[config.mk]
export PLATFORM = sky130hd
export DESIGN_NAME = instr_packer_flat
export DESIGN_NICKNAME = d
export VERILOG_FILES = /design/src/rtl/instr_packer_if.sv /design/src/rtl/instr_packer.sv /design/src/flat_wrapper.sv
export SDC_FILE = /design/constraint.sdc
export NUM_CORES = 1
export LEC_CHECK = 0
export CAP_MARGIN = 20
export CORE_ASPECT_RATIO = 1.25
export CORE_MARGIN = 2
export CORE_UTILIZATION = 35
export CTS_CLUSTER_SIZE = 30
export DETAILED_ROUTE_END_ITERATION = 12
export MAX_ROUTING_LAYER = met4
export PLACE_DENSITY = 0.76
export SLEW_MARGIN = 20
export SYNTH_ARGS = -nofsm -noshare
export SYNTH_HDL_FRONTEND = slang
export SYNTH_SLANG_ARGS = --single-unit
[constraint.sdc]
create_clock -name clk -period 1.7 [get_ports clk]
set_clock_uncertainty 0.2 [all_clocks]
set_input_delay 0.34 -clock clk [delete_from_list [all_inputs] [get_ports clk]]
set_output_delay 0.34 -clock clk [all_outputs]
set_load 0.05 [all_outputs]
[src/rtl/instr_packer_if.sv]
// Field-bundle input handshake plus instruction-memory write port of the packer.
interface instr_packer_if #(
   parameter int unsigned CNT_W = 11
);
   logic             in_valid;
   logic             in_ready;
   logic [1:0]       fmt;
   logic [5:0]       opcode;
   logic [5:0]       funct;
   logic [4:0]       shamt;
   logic [4:0]       rs;
   logic [4:0]       rt;
   logic [4:0]       rd;
   logic [15:0]      immediate;
   logic [25:0]      instr_index;
   logic             im_we;
   logic             im_ready;
   logic [31:0]      im_addr;
   logic [31:0]      im_wdata;
   logic [CNT_W-1:0] count;
   logic             full;
   logic             err;

   modport master (
      output in_valid, fmt, opcode, funct, shamt, rs, rt, rd, immediate, instr_index, im_ready,
      input  in_ready, im_we, im_addr, im_wdata, count, full, err
   );

   modport slave (
      input  in_valid, fmt, opcode, funct, shamt, rs, rt, rd, immediate, instr_index, im_ready,
      output in_ready, im_we, im_addr, im_wdata, count, full, err
   );
endinterface

[src/rtl/instr_packer.sv]
// Packs decoded MIPS fields into 32-bit words and writes them sequentially into IM.
module instr_packer #(
   parameter int unsigned DEPTH     = 1024,
   parameter int unsigned CNT_W     = 11,
   parameter logic [31:0] BASE_ADDR = 32'h0000_3000
) (
   input  logic         clk,
   input  logic         reset,
   input  logic         clear,
   instr_packer_if.slave bus
);

   typedef enum logic [1:0] {IDLE, WRITE, FULL} state_e;

   state_e           state_q, state_d;
   logic [CNT_W-1:0] count_q, count_d;
   logic             err_q, err_d;
   logic             we_q, we_d;
   logic [31:0]      addr_q, addr_d;
   logic [31:0]      wdata_q, wdata_d;
   logic [31:0]      packed_c;
   logic [CNT_W-1:0] cnt_inc_c;
   logic             in_ready_c;

   // Field placement by format; fields unused by a format are ignored.
   always_comb begin
      packed_c = '0;
      case (bus.fmt)
         2'b00:   packed_c = {bus.opcode, bus.rs, bus.rt, bus.rd, bus.shamt, bus.funct};
         2'b01:   packed_c = {bus.opcode, bus.rs, bus.rt, bus.immediate};
         2'b10:   packed_c = {bus.opcode, bus.instr_index};
         default: packed_c = '0;
      endcase
   end

   assign in_ready_c = (state_q == IDLE) && !clear;
   assign cnt_inc_c  = count_q + CNT_W'(1);

   always_comb begin
      state_d = state_q;
      count_d = count_q;
      err_d   = err_q;
      we_d    = we_q;
      addr_d  = addr_q;
      wdata_d = wdata_q;
      if (clear) begin
         state_d = IDLE;
         count_d = '0;
         err_d   = 1'b0;
         we_d    = 1'b0;
      end else begin
         case (state_q)
            IDLE: begin
               if (bus.in_valid && in_ready_c) begin
                  if (bus.fmt == 2'b11) begin
                     err_d = 1'b1;
                  end else begin
                     wdata_d = packed_c;
                     addr_d  = BASE_ADDR + 32'({count_q, 2'b00});
                     we_d    = 1'b1;
                     state_d = WRITE;
                  end
               end
            end
            WRITE: begin
               if (bus.im_ready) begin
                  we_d    = 1'b0;
                  count_d = cnt_inc_c;
                  state_d = (cnt_inc_c == CNT_W'(DEPTH)) ? FULL : IDLE;
               end
            end
            FULL:    state_d = FULL;
            default: state_d = IDLE;
         endcase
      end
   end

   always_ff @(posedge clk) begin
      if (!reset) begin
         state_q <= IDLE;
         count_q <= '0;
         err_q   <= 1'b0;
         we_q    <= 1'b0;
         addr_q  <= BASE_ADDR;
         wdata_q <= '0;
      end else begin
         state_q <= state_d;
         count_q <= count_d;
         err_q   <= err_d;
         we_q    <= we_d;
         addr_q  <= addr_d;
         wdata_q <= wdata_d;
      end
   end

   assign bus.in_ready = in_ready_c;
   assign bus.im_we    = we_q;
   assign bus.im_addr  = addr_q;
   assign bus.im_wdata = wdata_q;
   assign bus.count    = count_q;
   assign bus.full     = (state_q == FULL);
   assign bus.err      = err_q;

endmodule

[src/flat_wrapper.sv]
// flat-port wrapper written by rule: the top's interface ports become plain ports
module instr_packer_flat 
#(
   parameter int unsigned DEPTH     = 1024,
   parameter int unsigned CNT_W     = 11,
   parameter logic [31:0] BASE_ADDR = 32'h0000_3000
)
  (clk, reset, clear, bus_in_valid, bus_fmt, bus_opcode, bus_funct, bus_shamt, bus_rs, bus_rt, bus_rd, bus_immediate, bus_instr_index, bus_im_ready, bus_in_ready, bus_im_we, bus_im_addr, bus_im_wdata, bus_count, bus_full, bus_err);
  instr_packer_if #(.CNT_W(CNT_W)) bus_i ();
  input  logic clk;
  input  logic reset;
  input  logic clear;
  input wire logic [$bits(bus_i.in_valid)-1:0] bus_in_valid;
  input wire logic [$bits(bus_i.fmt)-1:0] bus_fmt;
  input wire logic [$bits(bus_i.opcode)-1:0] bus_opcode;
  input wire logic [$bits(bus_i.funct)-1:0] bus_funct;
  input wire logic [$bits(bus_i.shamt)-1:0] bus_shamt;
  input wire logic [$bits(bus_i.rs)-1:0] bus_rs;
  input wire logic [$bits(bus_i.rt)-1:0] bus_rt;
  input wire logic [$bits(bus_i.rd)-1:0] bus_rd;
  input wire logic [$bits(bus_i.immediate)-1:0] bus_immediate;
  input wire logic [$bits(bus_i.instr_index)-1:0] bus_instr_index;
  input wire logic [$bits(bus_i.im_ready)-1:0] bus_im_ready;
  output wire logic [$bits(bus_i.in_ready)-1:0] bus_in_ready;
  output wire logic [$bits(bus_i.im_we)-1:0] bus_im_we;
  output wire logic [$bits(bus_i.im_addr)-1:0] bus_im_addr;
  output wire logic [$bits(bus_i.im_wdata)-1:0] bus_im_wdata;
  output wire logic [$bits(bus_i.count)-1:0] bus_count;
  output wire logic [$bits(bus_i.full)-1:0] bus_full;
  output wire logic [$bits(bus_i.err)-1:0] bus_err;
  assign bus_i.in_valid = bus_in_valid;
  assign bus_i.fmt = bus_fmt;
  assign bus_i.opcode = bus_opcode;
  assign bus_i.funct = bus_funct;
  assign bus_i.shamt = bus_shamt;
  assign bus_i.rs = bus_rs;
  assign bus_i.rt = bus_rt;
  assign bus_i.rd = bus_rd;
  assign bus_i.immediate = bus_immediate;
  assign bus_i.instr_index = bus_instr_index;
  assign bus_i.im_ready = bus_im_ready;
  assign bus_in_ready = bus_i.in_ready;
  assign bus_im_we = bus_i.im_we;
  assign bus_im_addr = bus_i.im_addr;
  assign bus_im_wdata = bus_i.im_wdata;
  assign bus_count = bus_i.count;
  assign bus_full = bus_i.full;
  assign bus_err = bus_i.err;
  instr_packer #(.DEPTH(DEPTH), .CNT_W(CNT_W), .BASE_ADDR(BASE_ADDR)) u_core (.clk(clk), .reset(reset), .clear(clear), .bus(bus_i));
endmodule
* Word level (Yosys, flattened, before mapping)
Cells that the tools add are included.
** Storage, ports and cells
- Register bits after elaboration :: 79
- Bits in latches :: 0
- RAM bits :: 0
- Bits in read-only memories :: 0
- Input port bits :: 81
- Output and inout port bits :: 79
- Word-level logic and storage cells :: 42
- Memories kept :: 0
** Cells by class
- $add $sub $neg :: 2
- Multipliers :: 0
- Div/mod/pow operators :: 0
- $lt $le $gt $ge :: 0
- Eq/ne operators :: 9
- Shift operators :: 0
- Muxes and demuxes :: 10
- Bitwise gates (word level) :: 3
- Reductions and logical operators :: 12
** Operators with widths (count)
- $pmux 32 s3 :: 1
- $add 14x13->15 const A :: 1
- $add 11x1->11 const B :: 1
- $eq 11x11->1 const B :: 1
- $mux 2 :: 4
- $reduce_and 4->1 :: 2
- $eq 2x2->1 const B :: 3
- $ne 2x2->1 const B :: 3
- $pmux 2 s3 :: 1
- $reduce_and 3->1 :: 2
- $eq 2x1->1 const B :: 2
- $logic_not 2->1 :: 2
- $mux 1 :: 3
- $not 1->1 :: 3
- $logic_and 1x1->1 :: 2
- $pmux 1 s2 :: 1
- $reduce_and 2->1 :: 1
- $reduce_bool 2->1 :: 1
- $reduce_or 2->1 :: 1
- $logic_not 1->1 :: 1

* Logic depth before layout (Yosys ltp)
Gate-level depths: netlist (run 1).
- Word-level depth :: 5
- Gate-level depth with buffers :: 7
- Depth with buffers taken out :: 5

* Worst setup path before layout (run 1)
OpenSTA, ideal clock, no wires.
- Path type :: reg2reg
- From :: register u_core.count_q[2], in the netlist u_core.bus.count[2]
- To :: register u_core.state_q[1]
- Library setup time :: 86 ps
- Arrival time :: 1779 ps
- Required time :: 1414 ps
- Path slack :: -365 ps
- Cell stages (with the launch flop) :: 7
- Buffers on the path :: 2
- Period minus slack after synthesis :: 2065 ps
- Cells stage by stage :: dfxtp_1 > buf_2 > nand4_1 > buf_2 > nor4_4 > o211ai_2 > a221oi_2
** Between the ends
- Longest elaborated chain between the ends :: 5
** RTL lines
- from (decl) :: RTL line instr_packer.sv:16 : logic [CNT_W-1:0] count_q, count_d;
- from (signal assigned) :: RTL line instr_packer.sv:88 : count_q <= count_d;
- $add 11x1->11 :: RTL line instr_packer.sv:37 : assign cnt_inc_c = count_q + CNT_W'(1);
- $eq 11x11->1 :: RTL line instr_packer.sv:69 : state_d = (cnt_inc_c == CNT_W'(DEPTH)) ? FULL : IDLE;
- $mux 2 :: RTL line instr_packer.sv:69
- $mux 2 :: RTL line instr_packer.sv:66 : if (bus.im_ready) begin
- $pmux 2 s3 :: RTL line instr_packer.sv:52 : case (state_q)
- to (signal assigned) :: RTL line instr_packer.sv:87 : state_q <= state_d;
- to (decl) :: RTL line instr_packer.sv:15 : state_e state_q, state_d;
No other way between the ends. The select of a mux whose other input is x is not followed.
A chain may end at the register's enable or synchronous reset.

* Final worst setup path (run 1)
- From :: register u_core.count_q[0], in the netlist u_core.bus.count[0]
- To :: register u_core.state_q[1]
The elaborated chain is that of the path after synthesis.

==> results.py, run 1 <==
metrics = {
    "cells_and_area": {
        "diodes": 0,
        "fill_cells": 576,
        "mostFrequentLayoutCells": "75 x clkdlybuf4s50_1, 67 x buf_12, 50 x nand2_1",
        "area.growth.synth_to_final_pct": 98.06,
        "finalNonFillerCells": 598,
        "layout_commonest_cell": "clkdlybuf4s50_1",
        "final_net_count": 578,
        "fin_util": 0.7118,
        "drive_gt1_frac": 0.3593,
    },
    "synthesis": {
        "synthCells": 331,
        "synthTopCellsByArea": "dfxtp_1 40%, nand2_1 7.6%, buf_4 6.3%, mux2i_1 5.7%, o211a_1 5.4%",
        "yosysSeqAreaShare": 0.3988,
        "synth_edf_count": 0,
        "yosysWarnings": 0,
        "async_reset_ff_frac": 0,
        "syn_area_um2": 2962,
        "synthFlopType": "dfxtp_1",
        "yosys.area.top_type_share": 0.3988,
        "ys_ff_latch": 59,
        "synth_top_area_cell": "dfxtp_1",
        "yosysUniqueCellTypes": 45,
        "avgSynthCellArea_um2": 8.947,
    },
    "power": {
        "p_leak_nw": 2.472,
        "vdd_drop_max_uv": 376.7,
        "power.density_nw_per_um2": 631.8,
        "p_total_mw": 3.706,
    },
    "worst_setup_path": {
        "worstSetupStartpointType": "flip-flop",
        "critical_path_peak_fanout": 7,
        "reg2reg_to": "u_core.state_q[1]$_SDFFE_PP0P_",
        "timing.rr.start": "u_core.bus.count[0]$_SDFFE_PP0P_",
        "rrSetupSlack_ns": -0.03,
        "worstSetupEndpointType": "flip-flop",
        "setup.worst_path.start": "u_core.bus.count[0]$_SDFFE_PP0P_",
        "worstPathRequired_ns": 1.70,
        "r2r.worst_path.cells": 6,
        "criticalPathCategory": "flip-flop to flip-flop",
        "critPathArrivalTime_ns": 1.73,
    },
    "sta": {
        "timing.fmax_mhz": 578.7,
        "post-route-min-period_ns": 1.728,
        "report.final.slew_viol_count": 0,
        "tns_ns": -0.04056,
        "hold_viol_final": 0,
        "final.period_utilization": 1.017,
        "finalSetupViolCount": 3,
        "finalWorstSetupSlack_ns": -0.02808,
        "grt_setup_unrepaired": "true",
    },
    "min_path": {
        "holdPathEnd": "u_core.bus.im_addr[5]$_SDFFE_PN0P_",
        "hold_path.class": "flip-flop to flip-flop",
        "whs_path_depth": 2,
        "hp-start": "u_core.bus.count[3]$_SDFFE_PP0P_",
    },
    "grt": {
        "grt_pass1_vias": 2975,
        "antenna_found_initial": 0,
        "grt_util_all_layers": 0.2024,
        "overflow": 0,
        "grt_max_degree": 26,
        "grt_pass1_wl_mm": 14.37,
    },
    "route": {
        "dr.pass1.iters": 4,
        "final_antenna_net_count": 0,
        "drt_iter0_markers": 110,
        "drcViolationCount": 0,
        "viasPerCell": 5.085,
        "drt_wl_total_mm": 9.337,
        "via_count": 3041,
        "wl_per_cell_um": 15.61,
    },
    "clock_network": {
        "clock_sinks": 59,
        "clockBufferDepth": 2,
        "cts_tree": "done",
        "numCtsBuffers": 9,
        "worstSkewPairLatency_ns": 0.33,
        "cts_hold_buffers": 0,
        "cts_htree_levels": 3,
        "cts-root-buf": "clkbuf_8",
        "clk_pin_slew_worst_paths_ns": 0.07,
    },
    "floorplanning": {
        "die_h_um": 106.8,
        "start_util": 0.3594,
        "core_area_um2": 8240,
        "die_area_um2": 9218,
        "die_w_um": 86.28,
        "io_pins": 160,
        "num_rows": 37,
    },
    "run_status": {
        "failed_checks": "setup timing",
        "status": "finished, violations left",
    },
    "job": {
        "drv_cap": 0,
    },
    "placed_design": {
        "gp_congestion": 0.8180,
        "dp_cells": 573,
        "io_buffers": 140,
        "post-dp-hpwl_mm": 6.562,
    },
}
worst max-delay path by stage:
| stage | slack, ns | cells after the start | endpoint |
|---|---|---|---|
| 3_5_place_dp | -0.65 | 5 | u_core.bus.im_wdata[19]$_SDFFE_PN0P_ |
| 4_1_cts | -0.05 | 3 | bus_in_ready |
| 5_1_grt | -0.09 | 7 | u_core.bus.im_wdata[3]$_SDFFE_PN0P_ |
| 3_3_place_gp | -0.53 | 5 | u_core.bus.im_wdata[20]$_SDFFE_PN0P_ |
| 2_1_floorplan | -0.09 | 6 | u_core.state_q[1]$_SDFFE_PP0P_ |
| 6_report | -0.03 | 6 | u_core.state_q[1]$_SDFFE_PP0P_ |
registers in the layout (all words and copies together), names as in the netlist:
name / flops
u_core.bus.im_wdata: 32
u_core.state_q: 2
u_core.bus.im_we: 1
u_core.bus.count: 11
u_core.bus.err: 1
u_core.bus.im_addr: 12
stage by stage:
step	hold slack (ns)	setup WS, ns	cell area, um2
after global placement	0.2698	-0.5294	5185
after CTS	0.2834	-0.04723	5577
after detailed placement	0.2728	-0.6470	5185
final	0.2835	-0.02808	5866
after floorplan	0.2749	-0.09195	3052
after global routing	0.3124	-0.09472	5866
report_power, final:
part / total, mW / switching (mW) / internal, mW
logic: 1.08 / 0.526 / 0.550
registers: 1.49 / 0.0587 / 1.43
clock network: 1.14 / 0.538 / 0.606
total: 3.71 / 1.12 / 2.58
cell families after synthesis:
logic type,share of synthesized area
AOI/OAI and AO/OA,0.2032
xor gates and xnor gates,0.02366
adders and majority gates,0.004224
buffers and inverters,0.1069
DFF,0.3988
muxes,0.05746
other,0.001266
and+or+nand+nor,0.2045
Yosys cell counts (5+ instances only):
library cell	instances
a221oi_1	10
buf_4	25
o211a_1	16
a21boi_1	14
xnor2_1	5
o211ai_1	17
nor3b_1	12
nor2_1	21
mux2i_1	17
a21oi_1	6
clkbuf_1	12
dfxtp_1	59
nand2_1	60
area by class of cell:
cell class / instances / area (um2) / area share
Tap cell: 97 / 121.4 / 0.02069
Timing Repair Buffer: 182 / 2527 / 0.4309
Clock inverter: 2 / 10.01 / 0.001706
Inverter: 4 / 17.52 / 0.002986
Clock buffer: 14 / 162.7 / 0.02773
Multi-Input combinational cell: 240 / 1823 / 0.3108
Sequential cell: 59 / 1204 / 0.2052
critical path, stage by stage (launching register included):
cell	delay [ns]
dfxtp_4	0.38
ha_1	0.20
buf_4	0.12
nand3_1	0.07
nor2_1	0.22
mux2i_1	0.31
a221oi_2	0.09
layer usage:
metal | global-route usage | vias up | wire, um
met5 | - | - | 0
met1 | 0.2303 | 1435 | 3676
met3 | 0.04388 | 10 | 580
li1 | - | 1464 | -
met4 | 0.05804 | 0 | 88
met2 | 0.3560 | 132 | 4991
timing repair:
action,CTS,global route
cloned,4,1
setup endpoints to repair,47,48
pin swaps,2,32
resized for setup,21,65
buffers inserted,4,0
Power figures use the tool's default switching activity.
==> inputs of run 2 (changes only) <==
--- a/config.mk
+++ b/config.mk
@@ -5,13 +5,11 @@
 export SDC_FILE = /design/constraint.sdc
 export NUM_CORES = 1
 export LEC_CHECK = 0
-export CAP_MARGIN = 20
 export CORE_ASPECT_RATIO = 1.25
 export CORE_MARGIN = 2
 export CORE_UTILIZATION = 35
 export CTS_CLUSTER_SIZE = 30
 export DETAILED_ROUTE_END_ITERATION = 12
-export MAX_ROUTING_LAYER = met4
 export PLACE_DENSITY = 0.76
 export SLEW_MARGIN = 20
 export SYNTH_ARGS = -nofsm -noshare
==> run 2 against run 1 <==
Net effect: the flow still finishes with violations (setup timing); die area stayed put; worst hold slack hardly changed; clock power hardly changed; critical path depth stayed put; utilization stayed put.
==> results.py, run 2 (same netlist as run 1, synthesis figures left out) <==
metrics = {
    "cells_and_area": {
        "diodes": 0,
        "layout_commonest_cell": "clkdlybuf4s50_1",
        "drive_gt1_frac": 0.3593,
        "finalNonFillerCells": 598,
        "final_net_count": 578,
        "area.growth.synth_to_final_pct": 98.06,
        "mostFrequentLayoutCells": "75 x clkdlybuf4s50_1, 67 x buf_12, 50 x nand2_1",
        "largest_reg_flops": 32,
    },
    "clock_network": {
        "cts-root-buf": "clkbuf_8",
        "worstSkewPairLatency_ns": 0.32,
        "clockBufferDepth": 2,
        "cts_hold_buffers": 0,
        "clock_sinks": 59,
        "clk_pin_slew_worst_paths_ns": 0.07,
        "numCtsBuffers": 9,
        "cts_htree_levels": 3,
        "cts_tree": "done",
    },
    "grt": {
        "antenna_found_initial": 0,
        "grt_pass1_wl_mm": 14.37,
        "grt_pass1_vias": 2979,
        "grt_util_all_layers": 0.1971,
        "grt_max_degree": 26,
        "overflow": 0,
    },
    "sta": {
        "grt_setup_unrepaired": "true",
        "timing.fmax_mhz": 578.4,
        "hold_viol_final": 0,
        "whs_ns": 0.2831,
        "report.final.slew_viol_count": 0,
        "finalSetupViolCount": 3,
        "final.period_utilization": 1.017,
        "post-route-min-period_ns": 1.729,
        "finalWorstSetupSlack_ns": -0.02898,
    },
    "worst_setup_path": {
        "r2r.worst_path.cells": 6,
        "crit_end": "u_core.state_q[1]$_SDFFE_PP0P_",
        "criticalPathCategory": "flip-flop to flip-flop",
        "worstPathRequired_ns": 1.70,
        "critPathMaxStageDelay_ns": 0.39,
        "critical_path_peak_fanout": 7,
        "worstSetupEndpointType": "flip-flop",
        "cpMaxStageDelayCell": "dfxtp_4",
        "setup.worst_path.start": "u_core.bus.count[0]$_SDFFE_PP0P_",
        "crit_path_cell_trace": "ha_1 -> buf_4 -> nand3_1 -> nor2_1 -> mux2i_1 -> a221oi_2",
        "timing.rr.start": "u_core.bus.count[0]$_SDFFE_PP0P_",
        "rrSetupSlack_ns": -0.03,
        "reg2reg_to": "u_core.state_q[1]$_SDFFE_PP0P_",
        "critPathArrivalTime_ns": 1.73,
        "worstSetupStartpointType": "flip-flop",
    },
    "power": {
        "p_total_mw": 3.703,
        "p_leak_nw": 2.472,
        "vdd_drop_max_uv": 376.7,
        "power.density_nw_per_um2": 631.3,
    },
    "floorplanning": {
        "num_rows": 37,
        "die_area_um2": 9218,
        "die_h_um": 106.8,
        "io_pins": 160,
        "start_util": 0.3594,
        "core_area_um2": 8240,
        "die_w_um": 86.28,
    },
    "route": {
        "top_layer_used": "met4",
        "final_antenna_net_count": 0,
        "wl_met2_mm": 4.961,
        "drt_wl_total_mm": 9.294,
        "drt_iter0_markers": 94,
        "wl_per_cell_um": 15.54,
        "met3_wirelength_um": 628,
        "wl_met1_mm": 3.603,
        "viasPerCell": 5.087,
        "drcViolationCount": 0,
        "via_count": 3042,
        "dr.pass1.iters": 4,
    },
    "placed_design": {
        "gp_congestion": 0.8062,
        "io_buffers": 140,
        "dp_cells": 573,
        "post-dp-hpwl_mm": 6.562,
    },
    "run_status": {
        "status": "finished, violations left",
        "failed_checks": "setup timing",
    },
    "min_path": {
        "hold_path.class": "flip-flop to flip-flop",
    },
    "job": {
        "drv_cap": 0,
    },
}
==> run 2: cell counts in the layout (fill, tap and decap cells not counted) <==
Identical to the previous run, type by type.
==> run 2: per-layer routing <==
layer / up-vias / track usage
met5: - / 0
met4: 0 / 0.05804
met3: 12 / 0.05312
met2: 121 / 0.3566
met1: 1442 / 0.2240
li1: 1467 / -
==> run 2: repair_timing <==
action,4_1_cts,5_1_grt
gates cloned,4,1
endpoints found under the setup margin,47,48
resized for setup,21,65
pin swaps,2,32
buffers inserted,4,0
==> run 2: per-stage QoR <==
step           setup TNS (ns)  cell area, um2    util  setup slack, ns
3_5_place_dp           -23.24            5185  0.6292          -0.6470
3_3_place_gp           -23.47            5185  0.6292          -0.5294
6_report             -0.04031            5866  0.7118         -0.02898
5_1_grt                -2.224            5866  0.7118         -0.09472
4_1_cts              -0.05881            5577  0.6767         -0.04723
2_1_floorplan         -0.1197            3052       -         -0.09195
==> run 2: power by group <==
group / switching (mW) / total (mW) / internal, mW
Sequential: 0.0586 / 1.49 / 1.43
Clock: 0.534 / 1.14 / 0.606
Combinational: 0.527 / 1.08 / 0.550
==> run 2: how the worst min path moves through the flow <==
stage,startpoint,to,slack [ns],depth (start not counted)
finish,u_core.bus.count[3]$_SDFFE_PP0P_,u_core.bus.im_addr[5]$_SDFFE_PN0P_,0.28,2
global route,bus_im_ready,u_core.state_q[1]$_SDFFE_PP0P_,0.31,5
CTS,u_core.bus.count[3]$_SDFFE_PP0P_,u_core.bus.im_addr[5]$_SDFFE_PN0P_,0.28,2
detailed placement,u_core.bus.count[3]$_SDFFE_PP0P_,u_core.bus.im_addr[5]$_SDFFE_PN0P_,0.27,2
global placement,u_core.bus.count[3]$_SDFFE_PP0P_,u_core.bus.im_addr[5]$_SDFFE_PN0P_,0.27,2
floorplan,bus_opcode[2],u_core.bus.im_wdata[28]$_SDFFE_PN0P_,0.27,2
==> run 2: final cells by class <==
type,count,area [um2]
repair buffers,182,2527
clock inverters,2,10.01
inverters,4,17.52
flip-flops and latches,59,1204
clock buffers,14,162.7
fillers,576,2375
well taps,97,121.4
multi-input cells,240,1823
==> run 2: critical path: cells and delay by family, from the launching register on <==
kind,cells,cell delay (ns)
compound gates,1,0.09
fa+ha+maj,1,0.20
buf+inv,1,0.12
flops,1,0.39
mux,1,0.31
simple gates,2,0.29
==> inputs of run 3 (changes only) <==
--- a/config.mk
+++ b/config.mk
@@ -5,6 +5,7 @@
 export SDC_FILE = /design/constraint.sdc
 export NUM_CORES = 1
 export LEC_CHECK = 0
+export CAP_MARGIN = 30
 export CORE_ASPECT_RATIO = 1.25
 export CORE_MARGIN = 2
 export CORE_UTILIZATION = 35
==> results of run 3 <==
Same layout as run 2: the final DEF is identical, and so are final timing and power.
